**src/rtl/adder_pool_arbiter_pkg.sv**
```systemverilog
// rtl/adder_pool_arbiter_pkg.sv - shared id-width helper and in-flight tag record
package adder_pool_arbiter_pkg;

  // Tag ids are sized for the largest supported pool (8 requesters).
  localparam int ID_MAX_W = 3;

  typedef struct packed {
    logic                valid;
    logic [ID_MAX_W-1:0] id;
  } tag_t;

  function automatic int clog2(input int n);
    int r;
    r = 0;
    for (int v = n - 1; v > 0; v = v >> 1) r++;
    return (r < 1) ? 1 : r;
  endfunction

endpackage

```
**src/rtl/fully_pipelined_adder.sv**
```systemverilog
// rtl/fully_pipelined_adder.sv - bit-serial pipelined adder, one result bit per stage
// Latency is WIDTH cycles; operands shift down as their low bits are consumed (WIDTH >= 2).
module fully_pipelined_adder #(
  parameter int WIDTH = 4
) (
  input  logic             clk_i,
  input  logic             en_i,
  input  logic [WIDTH-1:0] a_i,
  input  logic [WIDTH-1:0] b_i,
  input  logic             cin_i,
  output logic [WIDTH-1:0] sum_o,
  output logic             cout_o
);

  for (genvar k = 0; k < WIDTH - 1; k++) begin : g_stage
    localparam int IW = WIDTH - k;
    logic [IW-1:0] a_in, b_in;
    logic          c_in, s_bit;
    logic [IW-2:0] a_q, b_q;
    logic [k:0]    s_q;
    logic          c_q;

    if (k == 0) begin : g_head
      assign a_in = a_i;
      assign b_in = b_i;
      assign c_in = cin_i;
      always_ff @(posedge clk_i) if (en_i) s_q <= s_bit;
    end else begin : g_body
      assign a_in = g_stage[k-1].a_q;
      assign b_in = g_stage[k-1].b_q;
      assign c_in = g_stage[k-1].c_q;
      always_ff @(posedge clk_i) if (en_i) s_q <= {s_bit, g_stage[k-1].s_q};
    end

    assign s_bit = a_in[0] ^ b_in[0] ^ c_in;

    always_ff @(posedge clk_i) begin
      if (en_i) begin
        a_q <= a_in[IW-1:1];
        b_q <= b_in[IW-1:1];
        c_q <= (a_in[0] & b_in[0]) | (c_in & (a_in[0] ^ b_in[0]));
      end
    end
  end

  logic             a_l, b_l, c_l;
  logic [WIDTH-1:0] sum_q;
  logic             cout_q;

  assign a_l = g_stage[WIDTH-2].a_q[0];
  assign b_l = g_stage[WIDTH-2].b_q[0];
  assign c_l = g_stage[WIDTH-2].c_q;

  always_ff @(posedge clk_i) begin
    if (en_i) begin
      sum_q  <= {a_l ^ b_l ^ c_l, g_stage[WIDTH-2].s_q};
      cout_q <= (a_l & b_l) | (c_l & (a_l ^ b_l));
    end
  end

  assign sum_o  = sum_q;
  assign cout_o = cout_q;

endmodule

```
**src/rtl/adder_pool_arbiter.sv**
```systemverilog
// rtl/adder_pool_arbiter.sv - round-robin credit-limited arbiter around one shared pipelined adder
module adder_pool_arbiter
  import adder_pool_arbiter_pkg::*;
#(
  parameter int WIDTH   = 4,
  parameter int NREQ    = 4,
  parameter int MAX_OUT = 2
) (
  input  logic                   clk,
  input  logic                   rst,
  input  logic [NREQ-1:0]        req_valid,
  input  logic [NREQ*WIDTH-1:0]  req_a,
  input  logic [NREQ*WIDTH-1:0]  req_b,
  input  logic [NREQ-1:0]        req_cin,
  output logic [NREQ-1:0]        req_ready,
  output logic                   rsp_valid,
  output logic [clog2(NREQ)-1:0] rsp_id,
  output logic [WIDTH-1:0]       rsp_sum,
  output logic                   rsp_cout,
  output logic                   busy
);

  localparam int IDW = clog2(NREQ);
  localparam int CW  = clog2(MAX_OUT + 1);
  localparam logic [CW-1:0]  CAP  = CW'(MAX_OUT);
  localparam logic [IDW-1:0] LAST = IDW'(NREQ - 1);

  logic [IDW-1:0]   ptr_q, ptr_d, winner;
  logic             grant;
  logic [CW-1:0]    out_q [NREQ];
  logic [CW-1:0]    out_d [NREQ];
  tag_t             tag_q [WIDTH];
  logic [WIDTH-1:0] add_a, add_b, add_sum;
  logic             add_cin, add_cout;
  logic             rsp_valid_q, rsp_cout_q;
  logic [IDW-1:0]   rsp_id_q;
  logic [WIDTH-1:0] rsp_sum_q;

  always_comb begin
    int idx;
    grant  = 1'b0;
    winner = '0;
    idx    = 0;
    for (int k = 0; k < NREQ; k++) begin
      idx = int'(ptr_q) + k;
      if (idx >= NREQ) idx = idx - NREQ;
      if (!grant && !rst && req_valid[idx] && (out_q[idx] < CAP)) begin
        grant  = 1'b1;
        winner = IDW'(idx);
      end
    end
  end

  always_comb begin
    req_ready = '0;
    if (grant) req_ready[winner] = 1'b1;
  end

  assign ptr_d = !grant ? ptr_q : (winner == LAST) ? '0 : winner + 1'b1;

  // The operand mux follows the winner even without a grant; the tag marks those slots dead.
  assign add_a   = req_a[winner*WIDTH +: WIDTH];
  assign add_b   = req_b[winner*WIDTH +: WIDTH];
  assign add_cin = req_cin[winner];

  fully_pipelined_adder #(.WIDTH(WIDTH)) u_adder (
    .clk_i  (clk),
    .en_i   (1'b1),
    .a_i    (add_a),
    .b_i    (add_b),
    .cin_i  (add_cin),
    .sum_o  (add_sum),
    .cout_o (add_cout)
  );

  // A credit returns on the edge the result is loaded into the output register.
  always_comb begin
    logic inc, dec;
    inc = 1'b0;
    dec = 1'b0;
    for (int i = 0; i < NREQ; i++) begin
      inc      = grant && (winner == IDW'(i));
      dec      = tag_q[WIDTH-1].valid && (tag_q[WIDTH-1].id == ID_MAX_W'(i));
      out_d[i] = out_q[i];
      if (inc && !dec)      out_d[i] = out_q[i] + 1'b1;
      else if (dec && !inc) out_d[i] = out_q[i] - 1'b1;
    end
  end

  always_ff @(posedge clk or posedge rst) begin
    if (rst) begin
      ptr_q       <= '0;
      rsp_valid_q <= 1'b0;
      rsp_id_q    <= '0;
      rsp_sum_q   <= '0;
      rsp_cout_q  <= 1'b0;
      for (int i = 0; i < NREQ; i++) out_q[i] <= '0;
      for (int k = 0; k < WIDTH; k++) tag_q[k] <= '0;
    end else begin
      ptr_q <= ptr_d;
      for (int i = 0; i < NREQ; i++) out_q[i] <= out_d[i];
      tag_q[0].valid <= grant;
      tag_q[0].id    <= ID_MAX_W'(winner);
      for (int k = 1; k < WIDTH; k++) tag_q[k] <= tag_q[k-1];
      rsp_valid_q <= tag_q[WIDTH-1].valid;
      if (tag_q[WIDTH-1].valid) begin
        rsp_id_q   <= tag_q[WIDTH-1].id[IDW-1:0];
        rsp_sum_q  <= add_sum;
        rsp_cout_q <= add_cout;
      end
    end
  end

  always_comb begin
    busy = rsp_valid_q;
    for (int k = 0; k < WIDTH; k++) busy = busy | tag_q[k].valid;
  end

  assign rsp_valid = rsp_valid_q;
  assign rsp_id    = rsp_id_q;
  assign rsp_sum   = rsp_sum_q;
  assign rsp_cout  = rsp_cout_q;

endmodule

```
**config.mk**
```make
export PLATFORM = sky130hd
export DESIGN_NAME = adder_pool_arbiter
export DESIGN_NICKNAME = d
export VERILOG_FILES = /design/src/rtl/adder_pool_arbiter_pkg.sv /design/src/rtl/fully_pipelined_adder.sv /design/src/rtl/adder_pool_arbiter.sv
export SDC_FILE = /design/constraint.sdc
export NUM_CORES = 1
export LEC_CHECK = 0
export ABC_AREA = 1
export BUFFER_PORTS_ARGS = -buffer_cell sky130_fd_sc_hd__buf_2
export CAP_MARGIN = 20
export CORE_MARGIN = 2
export CORE_UTILIZATION = 25
export CTS_BUF_LIST = sky130_fd_sc_hd__clkbuf_16
export DETAILED_ROUTE_END_ITERATION = 8
export PLACE_DENSITY = 0.55
export SETUP_SLACK_MARGIN = 0.02
export SYNTH_ARGS = -nofsm -noshare
export SYNTH_HDL_FRONTEND = slang
export SYNTH_SLANG_ARGS = --single-unit
```
**constraint.sdc**
```tcl
create_clock -name clk -period 3.6 [get_ports clk]
set_input_delay 0 -clock clk [delete_from_list [all_inputs] [get_ports clk]]
set_output_delay 0 -clock clk [all_outputs]
set_load 0.01 [all_outputs]
```
Word level (Yosys, flattened, before mapping)

Index checks and enable logic that the tools add are counted.

Bits in registers: 56
Bits of input ports: 42
Output and inout port bits: 13
Word-level logic and storage cells: 197

Add/subtract/negate cells: 16
$lt $le $gt $ge: 18
Equality and inequality tests: 6
Shifts and indexed selects: 2
Multiplexer cells: 50
Bitwise gates (word level): 28
Reduce and logical (&&, ||, !) cells: 46

Operators by type and width:

| cell                | count |
|---|---|
| $ge 32x3->1 const B | 4 |
| $lt 32x4->1 const B | 4 |
| $mux 32             | 4 |
| $not 32->32         | 4 |
| $mux 2              | 21 |
| $shiftx 16x5->4     | 2 |
| $logic_and 1x1->1   | 28 |
| $bmux 2 s2          | 4 |
| $mux 1              | 14 |
| $logic_not 1->1     | 12 |
| $sub 3x3->4 const B | 3 |
| $add 2x1->2 const B | 5 |
| $bmux 1 s2          | 5 |
| $ge 3x3->1 const B  | 3 |
| $and 1x1->1         | 8 |
| $eq 2x2->1 const B  | 4 |
| $lt 2x2->1 const B  | 4 |
| $or 1x1->1          | 8 |
| $reduce_bool 2->1   | 4 |
| $sub 2x1->2 const B | 4 |
| $xor 1x1->1         | 8 |
| $add 2x2->3 const B | 2 |
| $eq 2x1->1 const B  | 2 |
| $mux 4              | 1 |
| other kinds (8)     | 8 |

Depth between registers and ports, before layout

Gate-level depths: netlist of the first run.

Depth in word-level cells: 30
Gate-level depth with buffers: 19
Gate-level depth less buffers: 18

Modules after synthesis

From an unflattened synthesis of the first run, not the netlist that was laid out.

Cell total of the unflattened synthesis: 277
Area, all modules: 2798.9 sq um

Modules (own cells, without submodules):

| module                | times used | cells each | area each (sq um) | sequential area each (sq um) |
|---|---|---|---|---|
| adder_pool_arbiter    | 1          | 247        | 1938.1            | 750.7 |
| fully_pipelined_adder | 1          | 30         | 860.8             | 780.7 |

Worst setup path after synthesis of the first run

OpenSTA, ideal clock, no wires.

Path kind: input -> register
From: input rst
To: register out_q[1] (netlist name)
Library setup time: 0.131 ns
Arrival time: 2.557 ns
Data required time: 3.469 ns
Slack: 0.913 ns
Stages on the path: 13
Buffers on the path: 1
Cells stage by stage: inv_1 -> nand3_2 -> nand3_1 -> nand3_2 -> nand2_4 -> buf_6 -> inv_1 -> ha_1 -> o21a_1 -> ha_1 -> a21oi_1 -> o21ai_0 -> xor2_1

Longest elaborated chain between the ends: 24
Elaborated cells between the ends (all ways): 30
Classes of those cells: 1 x eq/ne; 9 x mux; 20 x reduce/logical

RTL lines:

| what                           | line                     | RTL |
|---|---|---|
| start: declaration             | adder_pool_arbiter.sv:10 | `input logic rst,` |
| $logic_not 1->1 (no line) *    | -                        |  |
| $logic_and 1x1->1 (2 in a row) | adder_pool_arbiter.sv:47 | `if (!grant && !rst && req_valid[idx] && (out_q[idx] < CAP)) begin` |
| $mux 1                         | adder_pool_arbiter.sv:47 |  |
| $logic_not 1->1                | adder_pool_arbiter.sv:47 |  |
| $logic_and 1x1->1 (3 in a row) | adder_pool_arbiter.sv:47 |  |
| $mux 1                         | adder_pool_arbiter.sv:47 |  |
| $logic_not 1->1                | adder_pool_arbiter.sv:47 |  |
| $logic_and 1x1->1 (3 in a row) | adder_pool_arbiter.sv:47 |  |
| $mux 1                         | adder_pool_arbiter.sv:47 |  |
| $logic_not 1->1                | adder_pool_arbiter.sv:47 |  |
| $logic_and 1x1->1 (3 in a row) | adder_pool_arbiter.sv:47 |  |
| $mux 2                         | adder_pool_arbiter.sv:47 |  |
| $eq 2x2->1                     | adder_pool_arbiter.sv:82 | `inc = grant && (winner == IDW'(i));` |
| $logic_and 1x1->1 *            | adder_pool_arbiter.sv:82 |  |
| $logic_not 1->1                | adder_pool_arbiter.sv:86 | `else if (dec && !inc) out_d[i] = out_q[i] - 1'b1;` |
| $logic_and 1x1->1              | adder_pool_arbiter.sv:86 |  |
| $reduce_bool 2->1 (no line)    | -                        |  |
| end: declaration               | adder_pool_arbiter.sv:30 | `logic [CW-1:0] out_q [NREQ];` |

Mark *: on every way between the ends. The rest lies on a longest branch, timed or not.
A chain may end at the register's enable or synchronous reset.

Worst setup path in the final report of the first run

Ends and elaborated chain as after synthesis.

==> results of run 1 <==
report_power, final:
group	internal [mW]	total (mW)	leakage [nW]	switching (mW)
clock network	0.250	0.443	0.0738	0.193
registers	0.986	1.16	0.573	0.175
logic	0.648	1.70	0.908	1.05
area by class of cell:
class	instances	area [µm²]	area share, %
Clock buffer	5	125	4.14
Inverter	33	124	4.10
Sequential cell	56	1270	42.1
Tap cell	133	166	5.50
Timing Repair Buffer	60	328	10.8
Multi-Input combinational cell	176	997	33.0
Clock inverter	3	11.3	0.372
kinds of logic (layout without fill, tap and decap cells):
kind of cell / after synthesis / in the layout
AO/OA/AOI/OAI: 15 / 15
XOR/XNOR: 10 / 10
adder cells (fa/ha/maj): 9 / 9
buffers and inverters: 42 / 101
flip-flops: 56 / 56
multiplexers: 5 / 5
AND/OR/NAND/NOR: 137 / 137
layout by cell type (no fill, tap or decap), drive strengths merged:
cell	Yosys	final
mux2	5	5
ha	5	5
fa	4	4
xnor2	5	5
inv	32	34
buf	8	55
nand4	3	3
clkbuf	1	5
nand2	87	87
dlygate4sd3	0	5
dfxtp	26	26
xor2	5	5
nor3	1	1
clkinv	1	2
nor2	9	9
or2	1	1
o21a	1	1
a21oi	6	6
nand3b	8	8
dfrtp	30	30
nand3	28	28
o21ai	8	8
worst min-delay path by stage:
| stage | from | end | slack, ns | cells after the start |
|---|---|---|---|---|
| floorplan | rst | out_q[0] | 0.16 | 1 |
| finish | req_a[6] | u_adder.g_stage[0].a_q[1] | 0.003 | 5 |
| detailed placement | rst | rsp_sum[2] | 0.13 | 2 |
| global route | req_b[5] | u_adder.g_stage[0].b_q[0] | 0.02 | 5 |
| global placement | rst | rsp_sum[2] | 0.14 | 2 |
| CTS | req_a[3] | u_adder.g_stage[0].a_q[2] | 0.0001 | 5 |
sequential cells by signal (all words and copies together), names as in the netlist, 2 cells and up:
| signal | cells |
|---|---|
| u_adder.g_stage.a_q | 5 |
| u_adder.g_stage.s_q | 6 |
| tag_q | 12 |
| rsp_id | 2 |
| rsp_sum | 4 |
| u_adder.g_stage.b_q | 5 |
| out_q | 8 |
| ptr_q | 2 |
| u_adder.g_stage.c_q | 2 |
| u_adder.sum_o | 4 |
layer usage:
metal  part of all wire, %  wire [µm]  vias up
li1                      -          -      973
met1                    52       2470      805
met2                    41       1960       46
met3                   5.3        251        6
met4                   1.5         73        0
met5                     0          0        -
tightest hold or removal path: stages:
cell and delay, ns:
sky130_fd_sc_hd__buf_2 0.08, sky130_fd_sc_hd__nand2_1 0.04, sky130_fd_sc_hd__nand2_1 0.06, sky130_fd_sc_hd__nand2_1 0.04
sky130_fd_sc_hd__nand2_1 0.04
timing repair:
item	in CTS	in global routing
setup endpoints to repair	0	1
endpoints found under the hold margin	14	0
gates resized for setup	0	1
hold buffers	5	0
per-stage QoR:
| step | cells | setup slack (ns) | util [%] |
|---|---|---|---|
| finish | 466 | 0.530 | 31.2 |
| global route | 466 | 0.0528 | 31.2 |
| CTS | 466 | 0.458 | 31.2 |
| detailed placement | 453 | 0.480 | 29.3 |
| global placement | 453 | 0.575 | 29.3 |
| floorplan | 274 | 0.913 | - |
==> results.toml, run 1 <==
[outcome]
status = "complete, no violations"

[synthesis]
async_flop_share_pct = 53.6
synth_compound_gate_area_share_pct = 3.14
synth-xor-area-share_pct = 3.54
flip_flop_and_latch_count_after_synthesis = 56
yosysUniqueCellTypes = 28
synth.most_common_cell = "sky130_fd_sc_hd__nand2_1"
post_synth_and_or_nand_nor_area_fraction_pct = 25.6
synth.area.mux_share_pct = 2.28
avg_cell_area_syn_um2 = 9.02
post-synth-top-area-cell = "sky130_fd_sc_hd__dfrtp_1"
yosysWarnings = 0
post_synth_fa_ha_maj_area_fraction_pct = 5.77
synth_top_cell_area_share_pct = 30.4
synthesis.area_mm2 = 0.00247
synth_ff_type = "sky130_fd_sc_hd__dfrtp_1"
netlist_instances = 274
ys_seq_area_share_pct = 51.4
synthesized_net_count = 325
main_combinational_cell_family_by_area_after_synthesis = "simple AND/OR/NAND/NOR gates"
netlist_top_cells_area = "sky130_fd_sc_hd__dfrtp_1 (30%), sky130_fd_sc_hd__dfxtp_1 (21%), sky130_fd_sc_hd__nand2_1 (13%)"
ys_top_cells_by_count = "sky130_fd_sc_hd__nand2_1 (84), sky130_fd_sc_hd__dfrtp_1 (30), sky130_fd_sc_hd__inv_1 (30)"
synth-edff-count = 0

[global_routing]
grt_max_degree = 24
grt_util_met3_pct = 2.02
grt_util_met1_pct = 13.8
met2_usage_pct = 15.3
grt-ovfl-total = 0
number_of_global_route_vias_before_repair = 1821
grtUsageTotal_pct = 10.0
grt_antenna_before_repair = 0
grt_first_pass_wirelength_mm = 8.40
grt-busiest-layer = "met2"

[sta]
final_period_minus_worst_setup_slack_ns = 3.07
fin_tns_setup_ns = 0
report.final.slew_viol_count = 0
finalSetupViolCount = 0
skew_ns = 0.00447
max_freq_mhz = 326
fin_crit_share_pct = 85.3
grt_setup_unrepaired = "no"
timing_hold_violations_final = 0
timing.slew.headroom_pct = 54.7
hold_slack_ns = 0.00276
worst-slew-pin-transition_ns = 0.679

[place]
placedInstanceArea_mm2 = 0.00284
detailedPlacementHpwl_mm = 3.73
portBuffers = 54
globalplace.congestion = 0.837

[critical_path]
critical_path_cell_count = 14
r2r_setup_slack_ns = 0.61
worstRegToRegCells = 14
regToRegEndpoint = "out_q[1]"
slowest_stage = "sky130_fd_sc_hd__dlygate4sd3_1"
timing.critical_path.arrival_ns = 3.23
critical_path_class = "in2reg"
crit_path_max_fanout = 23
critical_path_buffers_and_inverters = 4
cells_along_the_critical_path = "dlygate4sd3_1 > buf_2 > inv_1 > nand3_2 > nand3_1 > nand3_2 > nand2_4 > inv_1 > ha_1 > o21a_1 > ha_1 > a21oi_1 > o21ai_0 > xor2_1"
timing.critical_path.max_delay_family = "buffers and inverters"
worstSetupEndpoint = "out_q[1]"
max_stage_delay_on_crit_path_ns = 0.53
critPathCaptureType = "flop"
startpoint = "rst"
worstPathRequired_ns = 3.76
cp-start-kind = "primary input"
rr_startpoint = "ptr_q[0]"

[clock_network]
clkSlewWorstSetupHoldPaths_ns = 0.06
ctsLongestPathBuffers = 2
cts.sink_count = 56
postCtsSetupBuffers = 0
tritoncts_clock_tree = "built"
h_tree_depth = 2
clk_root_buffer_cell = "sky130_fd_sc_hd__clkbuf_16"
tritoncts_buffer_count = 5
clk_lat_worst_skew_ns = 0.28

[hold_path]
min_path_type = "in2reg"

[final_layout]
fraction_of_layout_instances_using_a_drive_strength_above_1_pct = 23.7
fillers = 1042
final_net_count = 383
area.growth.synth_to_final_pct = 22.3
n_antenna_cell = 0
post-route-cell-area_mm2 = 0.00302

[drt]
post_drt_via_cell_ratio = 3.93
drc = 0
detailedRoute.firstIterationViolations = 55
detail_route.wirelength_mm = 4.75
drt_pass1_iterations = 4
wire_per_inst_um = 10.2
num_vias = 1830
antenna_left = 0

[die]
design.core.area_mm2 = 0.00968
die_area_mm2 = 0.0107
initial_core_utilization_pct = 25.5
die-height_um = 103
floorplan.die.width_um = 103
io_pins = 55
rows = 36

[power_and_ir_drop]
p_leak_nw = 1.55
irDropWorstVdd_v = 0.000407
power.density_mw_per_mm2 = 1090
p_total_mw = 3.30

[job]
max-cap-violations = 0
(Power assumes the default switching activity.)
==> run 2, diff against run 1 <==
- GPL_TIMING_DRIVEN: not set -> 0
==> run 2 against run 1 <==
- final area up 2.7%
- critical endpoint unchanged
- worst hold slack better by 0.0033 ns
- critical path depth up 2
- first-iteration DRC count down 13%
- total power up 5.5%
==> results.toml, run 2 (synthesis results as in run 1) <==
[place]
portBuffers = 54
detailedPlacementHpwl_mm = 3.67
globalplace.congestion = 0.816

[clock_network]
ctsLongestPathBuffers = 2
cts.sink_count = 56
tritoncts_clock_tree = "built"
clk_lat_worst_skew_ns = 0.28
clkSlewWorstSetupHoldPaths_ns = 0.07
tritoncts_buffer_count = 5
cts_repair_resize_count = 0
h_tree_depth = 2
postCtsSetupBuffers = 0
clk_root_buffer_cell = "sky130_fd_sc_hd__clkbuf_16"

[global_routing]
grt_util_met1_pct = 13.6
grt-busiest-layer = "met1"
grt-ovfl-total = 0
met2_usage_pct = 13.4
grt_max_degree = 26
grt_antenna_before_repair = 0
grtUsageTotal_pct = 9.14
number_of_global_route_vias_before_repair = 1706
grt_first_pass_wirelength_mm = 7.78
grt_util_met3_pct = 1.95

[critical_path]
crit_path_max_fanout = 25
cp-start-kind = "primary input"
critPathCaptureType = "flop"
timing.critical_path.arrival_ns = 3.04
critical_path_class = "in2reg"
max_stage_delay_on_crit_path_ns = 0.53
critical_path_buffers_and_inverters = 6
slowest_stage = "sky130_fd_sc_hd__dlygate4sd3_1"
cells_along_the_critical_path = "dlygate4sd3_1 > buf_2 > inv_1 > buf_16 > nand3_2 > nand3_1 > nand3_2 > nand2_4 > buf_6 > inv_1 > ha_1 > o21a_1 > ha_1 > a21oi_1 > o21ai_0 > xor2_1"
rr_startpoint = "ptr_q[0]"
startpoint = "rst"
worstPathRequired_ns = 3.76
timing.critical_path.max_delay_family = "buffers and inverters"
worstRegToRegCells = 17
critical_path_cell_count = 16

[sta]
worst-slew-pin-transition_ns = 0.523
hold_slack_ns = 0.00604
skew_ns = 0.00466
grt_setup_unrepaired = "no"
finalSetupViolCount = 0
fin_tns_setup_ns = 0
timing_hold_violations_final = 0
timing.slew.headroom_pct = 65.1
final_period_minus_worst_setup_slack_ns = 2.88
fin_crit_share_pct = 80.0
max_freq_mhz = 347
report.final.slew_viol_count = 0

[die]
io_pins = 55
rows = 36
die_area_mm2 = 0.0107
design.core.area_mm2 = 0.00968
die-height_um = 103
floorplan.die.width_um = 103
initial_core_utilization_pct = 25.5

[power_and_ir_drop]
p_comb_share_pct = 53.5
irDropWorstVdd_v = 0.000472
p_leak_nw = 1.60
power_switching_mw = 1.44
cellInternalPower_mw = 2.05
power.density_mw_per_mm2 = 1120
switching_share_pct = 41.2
power.share.clock_pct = 14.2
p_seq_share_pct = 32.3

[drt]
antenna_left = 0
drc = 0
num_vias = 1801
detailedRoute.firstIterationViolations = 48
wire_per_inst_um = 9.76
drt_pass1_iterations = 4
post_drt_via_cell_ratio = 3.82
detail_route.wirelength_mm = 4.60

[job]
max-cap-violations = 0

[final_layout]
final_net_count = 388
area.growth.synth_to_final_pct = 25.6
layout_common_cells = "sky130_fd_sc_hd__nand2_1 (84), sky130_fd_sc_hd__buf_2 (55), sky130_fd_sc_hd__inv_1 (31), sky130_fd_sc_hd__dfrtp_1 (30), sky130_fd_sc_hd__dfxtp_1 (26)"
fraction_of_layout_instances_using_a_drive_strength_above_1_pct = 26.0
top_regs = "tag_q (12), out_q (8), u_adder.g_stage.s_q (6)"
n_antenna_cell = 0
fillers = 1004
largest-register = "tag_q"
largest_register_ff_count = 12
layout.cells.most_common = "sky130_fd_sc_hd__nand2_1"

[hold_path]
hold_depth = 5
hold_path_startpoint = "req_a[7]"
min_path_type = "in2reg"

[outcome]
status = "complete, no violations"
run 2: changes by cell type in the layout (fill, tap and decap cells not counted), sizes merged:
| cell | change |
|---|---|
| buf | +8 |
| dlygate4sd3 | -4 |
| clkbuf | +2 |
| inv | -1 |
run 2: worst register-to-register path: stages, from the launching register on:
cell	delay, ns
sky130_fd_sc_hd__dfrtp_1	0.43
sky130_fd_sc_hd__buf_6	0.17
sky130_fd_sc_hd__nand2_1	0.06
sky130_fd_sc_hd__nand2_1	0.10
sky130_fd_sc_hd__nand2_1	0.06
sky130_fd_sc_hd__nand3_1	0.12
sky130_fd_sc_hd__clkinv_1	0.10
sky130_fd_sc_hd__nand3_1	0.11
sky130_fd_sc_hd__nand3_2	0.13
sky130_fd_sc_hd__nand2_4	0.13
sky130_fd_sc_hd__buf_6	0.15
sky130_fd_sc_hd__inv_1	0.05
sky130_fd_sc_hd__ha_1	0.18
sky130_fd_sc_hd__o21a_1	0.11
sky130_fd_sc_hd__ha_1	0.32
sky130_fd_sc_hd__a21oi_1	0.12
sky130_fd_sc_hd__o21ai_0	0.11
sky130_fd_sc_hd__xor2_1	0.15
run 2: area by class of cell:
class                   count  area [µm²]  share of cell area [%]
inverters                  33         124                    3.99
plain buffers               9        80.1                    2.58
clock buffers               6         150                    4.83
multi-input cells         176         997                    32.1
well taps                 133         166                    5.36
repair buffers             56         308                    9.91
flip-flops and latches     56        1270                    40.9
clock inverters             2        8.76                   0.282
run 2: metrics by stage:
stage               total power [mW]  utilization, %  setup slack (ns)  cell area [µm²]  cells
floorplan                       2.55               -             0.913             2470    274
global placement                2.99            30.0             0.395             2910    461
detailed placement              3.04            30.3             0.915             2940    462
CTS                             3.54            32.1             0.675             3110    471
global route                    3.89            32.1             0.336             3110    471
finish                          3.48            32.1             0.720             3110    471
run 2: repair_timing:
action | in CTS | in global routing
endpoints found under the setup margin | 0 | 0
hold endpoints to repair | 11 | 0
hold buffers | 1 | 0
run 2: routing by layer:
metal	vias to the layer above	wire (µm)	share of wire (%)
li1	982	-	-
met1	770	2400	52
met2	45	1870	41
met3	4	246	5.4
met4	0	78	1.7
met5	-	0	0
run 2: final timing paths:
path,endpoint,slack (ns)
max,out_q[1],0.72
min,u_adder.g_stage[0].a_q[2],0.006
max reg2reg,out_q[1],0.89
min reg2reg,u_adder.g_stage[2].s_q[0],0.32
max in group asynchronous,ptr_q[1],2.81
min in group asynchronous,rsp_sum[2],0.30
run 2: power groups by stage:
stage | sequential, mW | combinational, mW | clock (mW)
6_report | 1.13 | 1.86 | 0.493
3_5_place_dp | 1.14 | 1.89 | 0
5_1_grt | 1.17 | 2.19 | 0.537
4_1_cts | 1.13 | 1.90 | 0.507
3_3_place_gp | 1.14 | 1.85 | 0
2_1_floorplan | 1.13 | 1.42 | 0
==> run 3, diff against run 2 <==
- PLACE_DENSITY: 0.55 -> 0.56
- clock period: 3.6 -> 2.6 ns (I/O delays scaled with it)
==> run 3 against run 2 <==
- sequential power is 41% higher
- worst setup slack worse by 0.58 ns
- total power is 59% higher
- combinational power is 75% higher
- flip-flop and latch count stayed put
- highest routed layer unchanged
- core utilization is 3.1 points higher
- largest power group unchanged
- register-to-register slack worse by 0.75 ns
==> results.toml, run 3 (synthesis results as in run 1) <==
[sta]
skew_ns = 0.00707
timing.slew.headroom_pct = 74.4
worst-slew-pin-transition_ns = 0.384
final_period_minus_worst_setup_slack_ns = 2.46
hold_slack_ns = 0.00115
report.final.slew_viol_count = 0
fin_crit_share_pct = 94.7
timing_hold_violations_final = 0
timing.final.ws_setup_ns = 0.137
finalSetupViolCount = 0
fin_tns_setup_ns = 0
max_freq_mhz = 406

[final_layout]
largest_register_ff_count = 12
n_antenna_cell = 0
layout.cells.most_common = "sky130_fd_sc_hd__nand2_1"
largest-register = "tag_q"
post-route-cell-area_mm2 = 0.00340
fraction_of_layout_instances_using_a_drive_strength_above_1_pct = 35.5
layout.cells.non_filler = 482
layout_common_cells = "sky130_fd_sc_hd__nand2_1 (78), sky130_fd_sc_hd__buf_2 (55), sky130_fd_sc_hd__dfrtp_1 (29), sky130_fd_sc_hd__inv_1 (26), sky130_fd_sc_hd__dfxtp_1 (26)"
area.growth.synth_to_final_pct = 37.7
final_net_count = 399
top_regs = "tag_q (12), out_q (8), u_adder.g_stage.s_q (6)"

[global_routing]
grt_first_pass_wirelength_mm = 8.11
grt-ovfl-total = 0
grtUsageTotal_pct = 9.63
grt_antenna_before_repair = 0
number_of_global_route_vias_before_repair = 1803
grt_max_degree = 31

[die]
design.core.area_mm2 = 0.00968
rows = 36
initial_core_utilization_pct = 25.5
die_area_mm2 = 0.0107
die-height_um = 103
floorplan.die.width_um = 103
io_pins = 55

[place]
dp_worst_setup_slack_ns = -0.424
detailedPlacementHpwl_mm = 3.69
globalplace.congestion = 0.794
placedInstanceArea_mm2 = 0.00291
portBuffers = 54
dp.cells = 461

[clock_network]
clkSlewWorstSetupHoldPaths_ns = 0.07
ctsLongestPathBuffers = 2
tritoncts_buffer_count = 5
clk_root_buffer_cell = "sky130_fd_sc_hd__clkbuf_16"
h_tree_depth = 2
clk_lat_worst_skew_ns = 0.29
tritoncts_clock_tree = "built"
cts.sink_count = 56

[hold_path]
min_path_type = "in2reg"

[critical_path]
crit_path_max_fanout = 10
worstPathRequired_ns = 2.77
critical_path_class = "reg2reg"
critPathCaptureType = "flop"
cp-start-kind = "flop"
timing.critical_path.arrival_ns = 2.63

[power_and_ir_drop]
switching_share_pct = 42.2
power.density_mw_per_mm2 = 1630
power_switching_mw = 2.34
cellInternalPower_mw = 3.21
power.share.clock_pct = 12.9
p_seq_share_pct = 28.6
irDropWorstVdd_v = 0.000861
p_leak_nw = 1.67
p_comb_share_pct = 58.5

[drt]
detailedRoute.firstIterationViolations = 60
drc = 0
antenna_left = 0
drt_pass1_iterations = 4
post_drt_via_cell_ratio = 3.98
detail_route.wirelength_mm = 5.05
num_vias = 1917
wire_per_inst_um = 10.5

[job]
max-cap-violations = 0

[outcome]
status = "complete, no violations"
==> run 3: cell types whose count changed in the layout (fill, tap and decap cells not counted), sizes merged <==
cell         delta
clkinvlp        +2
inv             -1
buf             +8
clkinv          -1
dlygate4sd3     +3
==> run 3: layout make-up <==
class	instances	area, µm²
Clock inverter	2	16.3
Fill cell	980	6280
Sequential cell	56	1270
Inverter	33	139
Clock buffer	6	150
Timing Repair Buffer	69	413
Tap cell	133	166
Multi-Input combinational cell	176	1180
Buffer	7	65.1
==> run 3: metrics by stage <==
step                util [%]  total power [mW]
floorplan                  -              3.54
global placement        30.1              4.14
detailed placement      30.1              4.21
CTS                     33.2              5.11
global route            35.2              6.10
finish                  35.2              5.55
==> run 3: path summary, 6_finish.rpt <==
path	from	endpoint	slack [ns]	cells after the start
max	ptr_q[0]	out_q[5]	0.14	14
min	req_a[5]	u_adder.g_stage[0].a_q[0]	0.001	5
max reg2reg	ptr_q[0]	out_q[5]	0.14	14
min reg2reg	u_adder.g_stage[1].s_q[0]	u_adder.g_stage[2].s_q[0]	0.33	0
max in group asynchronous	rst	ptr_q[0]	1.99	4
min in group asynchronous	rst	out_q[5]	0.44	4
==> run 3: worst max-delay path, cell delays in order, from the launching register on <==
cell	delay, ns
sky130_fd_sc_hd__dfrtp_2	0.51
sky130_fd_sc_hd__buf_6	0.17
sky130_fd_sc_hd__nand2_2	0.06
sky130_fd_sc_hd__nand2_2	0.09
sky130_fd_sc_hd__nand2_2	0.08
sky130_fd_sc_hd__nand3_4	0.11
sky130_fd_sc_hd__nand3_2	0.11
sky130_fd_sc_hd__nand3b_1	0.21
sky130_fd_sc_hd__nand2_2	0.11
sky130_fd_sc_hd__buf_8	0.14
sky130_fd_sc_hd__nor2_4	0.05
sky130_fd_sc_hd__ha_1	0.31
sky130_fd_sc_hd__a21oi_1	0.12
sky130_fd_sc_hd__o21ai_0	0.11
sky130_fd_sc_hd__xor2_1	0.15
==> run 3: power groups by stage <==
| stage | registers, mW | clock network, mW | logic [mW] |
|---|---|---|---|
| floorplan | 1.56 | 0 | 1.97 |
| finish | 1.59 | 0.718 | 3.25 |
| global placement | 1.57 | 0 | 2.57 |
| CTS | 1.58 | 0.737 | 2.79 |
| global route | 1.64 | 0.771 | 3.69 |
| detailed placement | 1.59 | 0 | 2.62 |
==> run 3: metal layers <==
layer | vias up | wire length [µm] | GRT usage [%]
li1 | 1003 | - | -
met2 | 47 | 2250 | 15.2
met3 | 6 | 248 | 2.15
met4 | 0 | 64 | 3.54
met5 | - | 0 | 0
met1 | 861 | 2480 | 13.0
==> run 3: what timing repair did <==
action,CTS,global route
setup endpoints to repair,4,7
pin swaps,6,15
hold buffers,6,0
endpoints found under the hold margin,33,0
gates resized for setup,7,42
gates cloned,1,0
buffers inserted,6,3
